===== config.mk =====
export PLATFORM = sky130hd
export DESIGN_NAME = rst_seq
export DESIGN_NICKNAME = d
export VERILOG_FILES = /design/src/rtl/rst_seq_pkg.sv /design/src/rtl/rst_seq_sync.sv /design/src/rtl/rst_seq.sv
export SDC_FILE = /design/constraint.sdc
export NUM_CORES = 1
export LEC_CHECK = 0
export CAP_MARGIN = 15
export CORE_MARGIN = 3
export CORE_UTILIZATION = 24
export DETAILED_ROUTE_END_ITERATION = 12
export GPL_TIMING_DRIVEN = 0
export MAX_ROUTING_LAYER = met4
export SYNTH_ARGS = -nofsm -noshare
export SYNTH_HDL_FRONTEND = slang
export SYNTH_SLANG_ARGS = --single-unit

===== constraint.sdc =====
create_clock -name sysclk -period 2.2 [get_ports sysclk]
set_clock_uncertainty 0.2 [all_clocks]
set_input_delay 0.22 -clock sysclk [delete_from_list [all_inputs] [get_ports sysclk]]
set_output_delay 0.22 -clock sysclk [all_outputs]
set_load 0.03 [all_outputs]

===== src/rtl/rst_seq_pkg.sv =====
// Shared types and constants for the SoC reset sequencer.
package rst_seq_pkg;

    typedef enum logic [1:0] {
        ST_WAIT_LOCK = 2'd0,
        ST_STABLE    = 2'd1,
        ST_HOLD      = 2'd2,
        ST_RUN       = 2'd3
    } seq_state_e;

    localparam int unsigned CNT_W    = 16;
    localparam logic [7:0]  LOST_SAT = 8'd255;

    // Increment that sticks at the saturation value instead of wrapping.
    function automatic logic [7:0] sat_inc8(input logic [7:0] val);
        logic [7:0] res;
        if (val == LOST_SAT) begin
            res = val;
        end else begin
            res = val + 8'd1;
        end
        return res;
    endfunction

endpackage


===== src/rtl/rst_seq_sync.sv =====
// Multi-flop synchronizer for a single asynchronous level; clears to 0 on reset.
module rst_seq_sync #(
    parameter int unsigned SYNC_STAGES = 2
) (
    input  logic clk_i,
    input  logic rst_i,
    input  logic d_i,
    output logic q_o
);

    logic [SYNC_STAGES-1:0] sync_q;

    // Shift the asynchronous level through the flop chain.
    always_ff @(posedge clk_i) begin
        if (rst_i) begin
            sync_q <= '0;
        end else begin
            sync_q <= {sync_q[SYNC_STAGES-2:0], d_i};
        end
    end

    assign q_o = sync_q[SYNC_STAGES-1];

endmodule


===== src/rtl/rst_seq.sv =====
// SoC reset sequencer: qualifies PLL lock, holds reset, then releases soc_rst_n.
// Optional CPU SYSRESETREQ re-entry into HOLD is enabled by RST_SEQ_SYSRESETREQ_EN.
module rst_seq
    import rst_seq_pkg::*;
#(
    parameter int unsigned SYNC_STAGES = 2,
    parameter int unsigned LOCK_STABLE = 16,
    parameter int unsigned HOLD_CYCLES = 1024
) (
    input  logic       sysclk,
    input  logic       rst,
    input  logic       pll_lock,
    input  logic       sysresetreq,
    output logic       soc_rst_n,
    output logic [1:0] seq_state,
    output logic [7:0] lock_lost_cnt
);

    localparam logic [CNT_W-1:0] STABLE_LAST = CNT_W'(LOCK_STABLE - 1);
    localparam logic [CNT_W-1:0] HOLD_LAST   = CNT_W'(HOLD_CYCLES - 1);

    logic             lock_s;
    logic             req_s;
    logic             inc_s;
    seq_state_e       state_q;
    seq_state_e       state_d;
    logic [CNT_W-1:0] cnt_q;
    logic [CNT_W-1:0] cnt_d;
    logic [7:0]       lost_q;
    logic [7:0]       lost_d;
    logic             soc_rst_n_q;

    rst_seq_sync #(
        .SYNC_STAGES(SYNC_STAGES)
    ) u_lock_sync (
        .clk_i(sysclk),
        .rst_i(rst),
        .d_i  (pll_lock),
        .q_o  (lock_s)
    );

`ifdef RST_SEQ_SYSRESETREQ_EN
    assign req_s = sysresetreq;
`else
    logic unused_sysresetreq_s;
    assign unused_sysresetreq_s = sysresetreq;
    assign req_s = 1'b0;
`endif

    // Next-state, shared-counter and lock-loss counter logic.
    always_comb begin
        state_d = state_q;
        lost_d  = lost_q;
        inc_s   = 1'b0;
        case (state_q)
            ST_WAIT_LOCK: begin
                if (lock_s) begin
                    state_d = ST_STABLE;
                end else begin
                    state_d = ST_WAIT_LOCK;
                end
            end
            ST_STABLE: begin
                if (!lock_s) begin
                    state_d = ST_WAIT_LOCK;
                end else if (cnt_q == STABLE_LAST) begin
                    state_d = ST_HOLD;
                end else begin
                    inc_s = 1'b1;
                end
            end
            ST_HOLD: begin
                if (!lock_s) begin
                    state_d = ST_WAIT_LOCK;
                end else if (cnt_q == HOLD_LAST) begin
                    state_d = ST_RUN;
                end else begin
                    inc_s = 1'b1;
                end
            end
            ST_RUN: begin
                // Lock loss takes priority over a simultaneous reset request.
                if (!lock_s) begin
                    state_d = ST_WAIT_LOCK;
                    lost_d  = sat_inc8(lost_q);
                end else if (req_s) begin
                    state_d = ST_HOLD;
                end else begin
                    state_d = ST_RUN;
                end
            end
            default: begin
                state_d = ST_WAIT_LOCK;
            end
        endcase

        if (state_d != state_q) begin
            cnt_d = '0;
        end else if (inc_s) begin
            cnt_d = cnt_q + {{(CNT_W-1){1'b0}}, 1'b1};
        end else begin
            cnt_d = cnt_q;
        end
    end

    // Sequencer state and registered reset output.
    always_ff @(posedge sysclk) begin
        if (rst) begin
            state_q     <= ST_WAIT_LOCK;
            cnt_q       <= '0;
            lost_q      <= 8'd0;
            soc_rst_n_q <= 1'b0;
        end else begin
            state_q     <= state_d;
            cnt_q       <= cnt_d;
            lost_q      <= lost_d;
            soc_rst_n_q <= (state_d == ST_RUN);
        end
    end

    assign soc_rst_n     = soc_rst_n_q;
    assign seq_state     = state_q;
    assign lock_lost_cnt = lost_q;

endmodule


## After elaboration in Yosys (flattened, before gate mapping)

Index checks and enable logic that the tools add are counted.

| cells by class | value |
|---|---|
| add/sub/neg operators | 2 |
| equality and inequality tests | 8 |
| multiplexer cells | 12 |
| bitwise logic cells | 2 |
| reductions and logical operators | 3 |

Operators by type and width:

| kind | count |
|---|---|
| 16-bit by 1-bit adder with 16-bit output (second input constant) | 1 |
| 16-bit by 10-bit equality test with 1-bit output (second input constant) | 1 |
| 16-bit by 4-bit equality test with 1-bit output (second input constant) | 1 |
| 2-bit 2-to-1 mux | 5 |
| 8-bit by 1-bit adder with 8-bit output (second input constant) | 1 |
| 8-bit equality test (second input constant) | 1 |
| 2-bit case mux with 4 select lines | 1 |
| 2-bit equality test (second input constant) | 3 |
| 1-bit 2-to-1 mux | 5 |
| 3-bit AND reduction | 1 |
| 2-bit by 1-bit equality test with 1-bit output (second input constant) | 1 |
| 2-bit zero test | 1 |
| 2-bit inequality test | 1 |
| 1-bit NOT | 2 |
| 1-bit case mux with 2 select lines | 1 |
| 2-bit OR reduction | 1 |

| word-level totals | value |
|---|---|
| register bits after elaboration | 29 |
| bits of input ports | 4 |
| output and inout port bits | 11 |
| logic and storage cells | 32 |

## Logic depth before layout (Yosys ltp)

Gate-level depths: netlist of run 1.

| logic depth | value |
|---|---|
| depth in word-level cells | 6 |
| gate-level depth with buffers | 8 |
| mapped depth without buffers | 7 |

## Modules after synthesis

From an unflattened synthesis of run 1, not the netlist that was laid out.

| second synthesis, totals | value |
|---|---|
| cells, all modules | 184 |
| area total of the unflattened synthesis | 1582.8 µm² |

By module, submodules not included:

| module | times used | cells each | area each (µm²) | seq. area each (µm²) |
|---|---|---|---|---|
| rst_seq | 1 | 180 | 1530.2 | 540.5 |
| rst_seq_sync | 1 | 4 | 52.6 | 40.0 |

## Worst setup path before layout of run 1

OpenSTA, ideal clock, no wires.

| timing path | value |
|---|---|
| path kind | reg-to-reg |
| start | register state_q[0], in the netlist seq_state[0] |
| end | register cnt_q[9] |
| setup time | 129 ps |
| arrival time | 2217 ps |
| data required time | 1871 ps |
| path slack | -347 ps |
| cell stages (with the launch flop) | 9 |
| path buffers | 1 |
| period minus slack after synthesis | 2547 ps |
| cells stage by stage | dfxtp_1 inv_1 ha_1 or3_1 a21oi_1 o32ai_1 a211oi_4 buf_6 a211oi_1 |

| on the way | value |
|---|---|
| longest elaborated chain between the ends | 5 |
| elaborated cells between the ends (all ways) | 12 |
| those cells by class | eq/ne (4); mux (6); reduce/logical (2) |

Ends and longest elaborated chain:

| what | line | source |
|---|---|---|
| from (decl) | rst_seq.sv:25 | `seq_state_e state_q;` |
| from (signal assigned) | rst_seq.sv:114 | `state_q <= state_d;` |
| 2-bit 2-to-1 mux, on equally long branches | rst_seq.sv:75, rst_seq.sv:66 |  |
| 2-bit 2-to-1 mux, on equally long branches | rst_seq.sv:73, rst_seq.sv:64 |  |
| 2-bit case mux with 4 select lines | rst_seq.sv:55 | `case (state_q)` |
| 2-bit inequality test | rst_seq.sv:97 | `if (state_d != state_q) begin` |
| 2-bit OR reduction (no line) | n/a |  |
| to (signal assigned) | rst_seq.sv:115 | `cnt_q <= cnt_d;` |
| to (decl) | rst_seq.sv:27 | `logic [CNT_W-1:0] cnt_q;` |

Several ways; a longest one is shown, not always the timed one.
A chain may end at the register's enable or synchronous reset.

## Final worst setup path of run 1

| timing path | value |
|---|---|
| start | register state_q[0], in the netlist seq_state[0] |
| end | register cnt_q[14] |

Same word-level chain as after synthesis.

==> metrics.md, run 1 <==
| Metric | Value |
|---|---|
| Status | `finished with violations` |
| Violated checks | `negative setup slack` |
| Static leakage | `0.683 nW` |
| Crit. End Element | `register` |
| Net count reported at finish | `219` |
| Clock sink count | `29` |
| Hold Fails Final Rpt | `0` |
| HP Start | `u_lock_sync.sync_q[0]$_SDFF_PP0_` |
| Switch Pwr | `0.250 mW` |
| Period utilisation layout | `102%` |
| Initial DRC count | `43` |
| Synth Register Bits | `29` |
| Most common cell after layout, fill and taps aside | `dfxtp_1` |
| Arr. time, crit path | `2.22 ns` |
| Post-cts hold buffer count | `0` |
| Post-Syn Area | `1650 um^2` |
| Worst skew pair latency | `0.28 ns` |
| Area Growth Syn to Fin | `34.1%` |
| Clock-pin slew on the worst setup and hold paths | `0.06 ns` |
| Top_reg_cell synth | `dfxtp_1` |
| Port Buffers | `13` |
| Clock power share | `48.1%` |
| Crit start category | `register` |
| Peak VDD IR | `0.203 mV` |
| Async SR Flop Fraction | `0%` |
| Cell Pwr Density | `514 nW/um^2` |
| Die Ht | `88.9 um` |
| Post-synthesis sequential area ratio | `35.2%` |
| Register-to-register setup slack | `-0.05 ns` |
| Setup_tns | `-0.664 ns` |
| Clk buf depth | `2` |
| Global-route wire length before repair | `6350 um` |
| Slew Viols, Final | `0` |
| Seq pwr share | `46.4%` |
| Largest net degree at the start of global routing | `11` |
| RR Startpoint | `seq_state[0]$_SDFF_PP0_` |
| Avg Inst Size Synth | `9.16 um^2` |
| RSZ-0062 raised after global routing | `yes` |
| Total GRT Usage | `10.7%` |
| Pre-Repair DR Iteration Count | `4` |
| Final core utilization | `34.1%` |
| Relative slew slack | `66.2%` |
| Die area | `7900 um^2` |
| Routed vias | `1,485` |
| Final instance area | `2210 um^2` |
| IO Pins | `15` |
| WL per Instance | `14.8 um` |
| Starting Density | `25.4%` |
| Endpoints failing setup | `16` |
| Rows | `29` |
| CTS tree | `built` |
| Netlist cell types | `47` |
| Vias in the first global route | `1,344` |
| Fmax | `445 MHz` |
| DRC violations left | `0` |
| Syn. warnings | `0` |
| H-tree levels | `2` |
| CTS Root Buffer Type | `clkbuf_8` |
| Max-cap violations | `0` |
| Pre-CTS setup slack | `-0.134 ns` |
| Vias per cell | `5.17` |
| Post-Syn Nets | `190` |
| Critical path class | `register to register` |
| Die span in x | `88.9 um` |
| Placer congestion estimate | `0.910` |
| Power consumption | `1.14 mW` |
| Internal power | `0.888 mW` |
| Initial antenna violation count | `0` |
| Required @ worst endpoint | `2.17 ns` |
| Final wirelength | `4240 um` |
| Final ANT Viol Nets | `0` |
| ANT cells | `0` |
| Min Clock Period, post-route | `2.25 ns` |
| Num CTS Buffers | `5` |
| Worst Hold End | `u_lock_sync.sync_q[1]$_SDFF_PP0_` |
| Total global routing overflow | `0` |
| Core footprint | `6490 um^2` |
| Post-synth EDFFs | `0` |
| Hold Path Depth | `1` |
| R2R cell count | `8` |
| Placed cell areas | `1910 um^2` |
| HP Class | `register to register` |
| # fillers | `653` |
| Worst Path Max Fanout | `5` |
| Reg-to-Reg End | `cnt_q[14]$_SDFFE_PP0P_` |
| Mapped Cells | `180` |
| HPWL after DPL | `2590 um` |
| Worst Max-Slew Pin Slew | `0.501 ns` |
| Sw frac | `21.9%` |
| Comb power frac | `5.6%` |
| Commonest non-fill, non-tap cells in the layout | `dfxtp_1, nor2_1, clkdlybuf4s50_1` |
| Layout cells sized above 1 | `28.1%` |
| Final WS setup | `-0.0490 ns` |
[critical path, cell delays in order (launching register included)]
cell,delay [ns]
dfxtp_4,0.39
inv_6,0.06
ha_4,0.16
or3_4,0.38
a21oi_4,0.20
o32ai_4,0.10
a211oi_4,0.39
buf_6,0.19
nor3_1,0.05
[repair_timing]
item	in CTS	in global routing
pin swaps	3	8
cloned	0	1
resized for setup	7	22
endpoints found under the setup margin	15	17
buffers inserted	3	5
[Yosys cell counts, types with 3 or more instances]
master / number / area (um^2)
dfxtp_1: 29 / 581
nor2_1: 13 / 48.8
o31ai_1: 9 / 67.6
or4_1: 9 / 67.6
a211oi_1: 8 / 60.1
nand2_1: 8 / 30.0
nand3_1: 8 / 40.0
nor3_1: 8 / 40.0
xnor2_1: 7 / 61.3
a21oi_1: 6 / 30.0
ha_1: 6 / 75.1
nand4_1: 6 / 37.5
o21ai_0: 5 / 25.0
a211oi_2: 4 / 50.1
inv_1: 4 / 15.0
xor2_1: 4 / 35.0
and4_1: 3 / 26.3
buf_2: 3 / 15.0
nor2b_1: 3 / 18.8
or3_1: 3 / 18.8
[power groups by stage]
stage                     Sequential (mW)  Combinational (mW)  Clock, mW
after global routing                0.527              0.0666      0.588
final                               0.527              0.0633      0.547
after floorplan                     0.540              0.0308          0
after detailed placement            0.539              0.0448          0
after global placement              0.539              0.0446          0
after CTS                           0.527              0.0476      0.557
[metal layers]
| layer | global-route usage (%) | vias up | part of all wire (%) |
|---|---|---|---|
| met3 | 2.49 | 9 | 4.0 |
| met5 | - | - | 0 |
| li1 | - | 745 | - |
| met1 | 13.2 | 695 | 47 |
| met4 | 5.91 | 0 | 2.3 |
| met2 | 16.1 | 36 | 46 |
[final cells by class]
cell class / count / area [um^2] / share of cell area, %
plain buffers: 8 / 67.6 / 3.05
well taps: 77 / 96.3 / 4.36
clock inverters: 2 / 33.8 / 1.53
inverters: 4 / 20.0 / 0.905
repair buffers: 22 / 205 / 9.28
flip-flops and latches: 29 / 589 / 26.6
clock buffers: 6 / 72.6 / 3.28
multi-input cells: 139 / 1130 / 51.0
[how the worst max path moves through the flow]
stage	start	endpoint	slack, ns	depth (start not counted)
floorplan	seq_state[0]$_SDFF_PP0_	cnt_q[9]$_SDFFE_PP0P_	0.009	8
global placement	seq_state[0]$_SDFF_PP0_	cnt_q[9]$_SDFFE_PP0P_	-0.14	8
detailed placement	cnt_q[0]$_SDFFE_PP0P_	cnt_q[14]$_SDFFE_PP0P_	-0.13	7
CTS	seq_state[0]$_SDFF_PP0_	cnt_q[14]$_SDFFE_PP0P_	0.0005	8
global route	seq_state[0]$_SDFF_PP0_	cnt_q[2]$_SDFFE_PP0P_	-0.12	8
finish	seq_state[0]$_SDFF_PP0_	cnt_q[14]$_SDFFE_PP0P_	-0.05	8
[logic make-up (layout without fill, tap and decap cells)]
kind of cell,Yosys count,in the layout,share of synthesized area [%]
flops,29,29,35.2
fa+ha+maj,6,6,4.55
xor+xnor,11,11,5.84
simple gates,80,80,29.7
compound gates,42,42,20.6
buf+inv,12,42,4.10
[flip-flops by register name (all words and copies together), names as in the netlist]
register	flops
lock_lost_cnt	8
soc_rst_n	1
cnt_q	16
u_lock_sync.sync_q	2
seq_state	2
[per-stage QoR]
stage / cells / hold WS (ns)
floorplan: 180 / 0.0916
global placement: 270 / 0.235
detailed placement: 270 / 0.243
CTS: 281 / 0.257
global route: 287 / 0.267
finish: 287 / 0.252
No activity file was read; power rests on OpenSTA's default activity.
==> inputs of run 2 (changes only) <==
--- a/config.mk
+++ b/config.mk
@@ -9,8 +9,10 @@
 export CORE_MARGIN = 3
 export CORE_UTILIZATION = 24
 export DETAILED_ROUTE_END_ITERATION = 12
+export DONT_BUFFER_PORTS = 1
 export GPL_TIMING_DRIVEN = 0
 export MAX_ROUTING_LAYER = met4
+export SETUP_SLACK_MARGIN = 0.4
 export SYNTH_ARGS = -nofsm -noshare
 export SYNTH_HDL_FRONTEND = slang
 export SYNTH_SLANG_ARGS = --single-unit
==> run 2 against run 1 <==
Against the previous run:
- final cell count shrank 4.2%
- the run now ends clean
- global-route usage shrank 0.37 points
- critical endpoint is now cnt_q[0]$_SDFFE_PP0P_
- largest power group is now registers
- sequential power is essentially flat
- routed wire length shrank 6.9%
- register-to-register slack gained 0.07 ns
- via count shrank 4.0%
- first-iteration DRC count grew to 2.7 times the previous value
- setup slack gained 0.072 ns
- combinational power shrank 23%
- core utilization shrank 2.0 points
- cell area shrank 5.8%
- critical path depth is the same
==> metrics.md, run 2 (synthesized netlist as in run 1, its figures left out) <==
| Metric | Value |
|---|---|
| Seq pwr share | `49.6% (+3.2 points)` |
| HP Class | `input pin to register` |
| Area Growth Syn to Fin | `26.3%` |
| Die area | `7900 um^2 (unchanged)` |
| Num CTS Buffers | `5 (unchanged)` |
| ANT cells | `0 (unchanged)` |
| Most flop-heavy register | `cnt_q` |
| Status | `completed` |
| Period utilisation layout | `99.0% (-3.3 points)` |
| Global-route wire length before repair | `6300 um (-0.87%)` |
| Cell Pwr Density | `511 nW/um^2 (-0.55%)` |
| Total global routing overflow | `0 (unchanged)` |
| Placer congestion estimate | `0.812 (-11%)` |
| Rows | `29 (unchanged)` |
| Static leakage | `0.652 nW (-4.4%)` |
| Min Clock Period, post-route | `2.18 ns (-0.0716 ns)` |
| Worst Path Max Fanout | `10 (+5)` |
| Required @ worst endpoint | `2.17 ns (about the same)` |
| Vias per cell | `5.18 (+0.15%)` |
| DRC violations left | `0 (unchanged)` |
| Pre-Repair DR Iteration Count | `4 (unchanged)` |
| Final wirelength | `3940 um (-6.9%)` |
| Commonest non-fill, non-tap cells in the layout | `dfxtp_1, nor2_1, buf_4, o31ai_1` |
| Net count reported at finish | `207 (-5.5%)` |
| Layout cells sized above 1 | `35.4% (+7.3 points)` |
| Starting Density | `25.4% (unchanged)` |
| Fmax | `459 MHz (+3.3%)` |
| WL per Instance | `14.3 um (-2.8%)` |
| Initial DRC count | `115 (+170%)` |
| Core footprint | `6490 um^2 (unchanged)` |
| Final ANT Viol Nets | `0 (unchanged)` |
| RSZ-0062 raised after global routing | `yes` |
| Setup_tns | `0 ns (+0.664 ns)` |
| Clk buf depth | `2 (unchanged)` |
| Clock-pin slew on the worst setup and hold paths | `0.06 ns (about the same)` |
| IO Pins | `15 (unchanged)` |
| CTS Root Buffer Type | `clkbuf_8` |
| Clock power share | `45.8% (-2.3 points)` |
| Crit. End Element | `register` |
| Slew Viols, Final | `0 (unchanged)` |
| Highest-delay cell along the critical path | `dfxtp_4` |
| Crit start category | `register` |
| Comb power frac | `4.6% (-1.0 points)` |
| Port Buffers | `0 (-13)` |
| Sw frac | `22.2% (+0.22 points)` |
| Endpoints failing setup | `0 (-16)` |
| CTS tree | `built` |
| Switch Pwr | `0.236 mW (-5.4%)` |
| Total GRT Usage | `10.3% (-0.37 points)` |
| Routed vias | `1,425 (-4.0%)` |
| Die span in x | `88.9 um (unchanged)` |
| Most common cell after layout, fill and taps aside | `dfxtp_1` |
| Crit path buf inv count | `2 (unchanged)` |
| Relative slew slack | `67.8% (+1.6 points)` |
| Arr. time, crit path | `2.14 ns (-0.08 ns)` |
| Crit-path cells | `inv_4 -> ha_4 -> or3_4 -> a21oi_4 -> o32ai_2 -> a211oi_4 -> buf_6 -> a211oi_2` |
| Vias in the first global route | `1,323 (-1.6%)` |
| Peak VDD IR | `0.216 mV (+6.3%)` |
| Worst skew pair latency | `0.28 ns (about the same)` |
| Max reg flops | `16 (unchanged)` |
| H-tree levels | `2 (unchanged)` |
| Largest net degree at the start of global routing | `11 (unchanged)` |
| Initial antenna violation count | `0 (unchanged)` |
| Worst Max-Slew Pin Slew | `0.482 ns (-0.0189 ns)` |
| Die Ht | `88.9 um (unchanged)` |
| Hold Fails Final Rpt | `0 (unchanged)` |
| Final hold slack | `0.127 ns (-0.125 ns)` |
| Clock sink count | `29 (unchanged)` |
| HPWL after DPL | `2500 um (-3.8%)` |
| Internal power | `0.829 mW (-6.6%)` |
| Critical path class | `register to register` |
| Max-cap violations | `0 (unchanged)` |
| Top cell family by delay on the critical path | `compound AO/OA/AOI/OAI gates` |
| Max stage delay on crit path | `0.45 ns (+0.06 ns)` |
## run 2: cell types whose count changed in the layout (fill, tap and decap cells not counted), moves of 2 or more
cell,previous run,this run
clkdlybuf4s50_1,13,0
dfxtp_1,26,21
dfxtp_2,1,6
clkbuf_8,6,8
dlygate4sd3_1,0,2
nor4_1,2,0
nor4_2,0,2
## run 2: worst register-to-register path, stage by stage (launching register included)
cell	delay [ns]
dfxtp_4	0.45
inv_4	0.07
ha_4	0.17
or3_4	0.37
a21oi_4	0.15
o32ai_2	0.12
a211oi_4	0.27
buf_6	0.20
a211oi_2	0.06
## run 2: worst paths after layout
check	start	endpoint	slack, ns	cells after the start
setup / recovery	seq_state[0]$_SDFF_PP0_	cnt_q[0]$_SDFFE_PP0P_	0.02	8
setup reg to reg	seq_state[0]$_SDFF_PP0_	cnt_q[0]$_SDFFE_PP0P_	0.02	8
hold reg to reg	u_lock_sync.sync_q[0]$_SDFF_PP0_	u_lock_sync.sync_q[1]$_SDFF_PP0_	0.24	1
hold / removal	rst	lock_lost_cnt[2]$_SDFFE_PP0P_	0.13	2
## run 2: cell type report
cell class                 count  area, um^2
tap                           77        96.3
timing repair buffer          10        81.3
clock buffer                   7        96.3
sequential                    29         596
buffer                         8        67.6
fill                         652        4410
multi-input combinational    139        1120
inverter                       4        17.5
clock inverter                 1        5.00
## run 2: timing repair
action	in CTS	in global routing
pin swaps	5	2
resized for setup	19	10
setup endpoints to repair	26	26
hold buffers	2	0
buffers inserted	7	1
endpoints found under the hold margin	3	0
cloned	0	0
## run 2: stage by stage
step	setup WS, ns	instances	total power, mW	utilization [%]	area, um^2
finish	0.0226	275	1.07	32.1	2080
CTS	0.00673	274	1.08	31.4	2040
global placement	-0.197	257	0.578	27.5	1790
floorplan	0.00955	180	0.570	-	1690
global route	-0.0522	275	1.11	32.1	2080
detailed placement	-0.193	257	0.578	27.5	1790
## run 2: layer usage
metal / share of wire (%) / track usage, % / vias to the layer above / wire length [um]
met1: 49 / 14.0 / 673 / 1920
met2: 47 / 14.6 / 24 / 1850
met4: 1.6 / 5.08 / 0 / 65
met3: 2.7 / 2.03 / 6 / 108
li1: - / - / 722 / -
met5: 0 / - / - / 0
## run 2: power by group through the flow
stage / clock (mW) / combinational [mW] / sequential [mW]
after floorplan: 0 / 0.0309 / 0.540
after global placement: 0 / 0.0377 / 0.540
after detailed placement: 0 / 0.0380 / 0.540
after CTS: 0.504 / 0.0470 / 0.528
after global routing: 0.531 / 0.0517 / 0.528
final: 0.488 / 0.0485 / 0.529
==> inputs of run 3 (changes only) <==
--- a/config.mk
+++ b/config.mk
@@ -8,6 +8,7 @@
 export CAP_MARGIN = 15
 export CORE_MARGIN = 3
 export CORE_UTILIZATION = 24
+export CTS_BUF_LIST = sky130_fd_sc_hd__clkbuf_8
 export DETAILED_ROUTE_END_ITERATION = 12
 export DONT_BUFFER_PORTS = 1
 export GPL_TIMING_DRIVEN = 0
==> results of run 3 <==
Same layout as run 2: the final DEF is identical, and so are final timing and power.
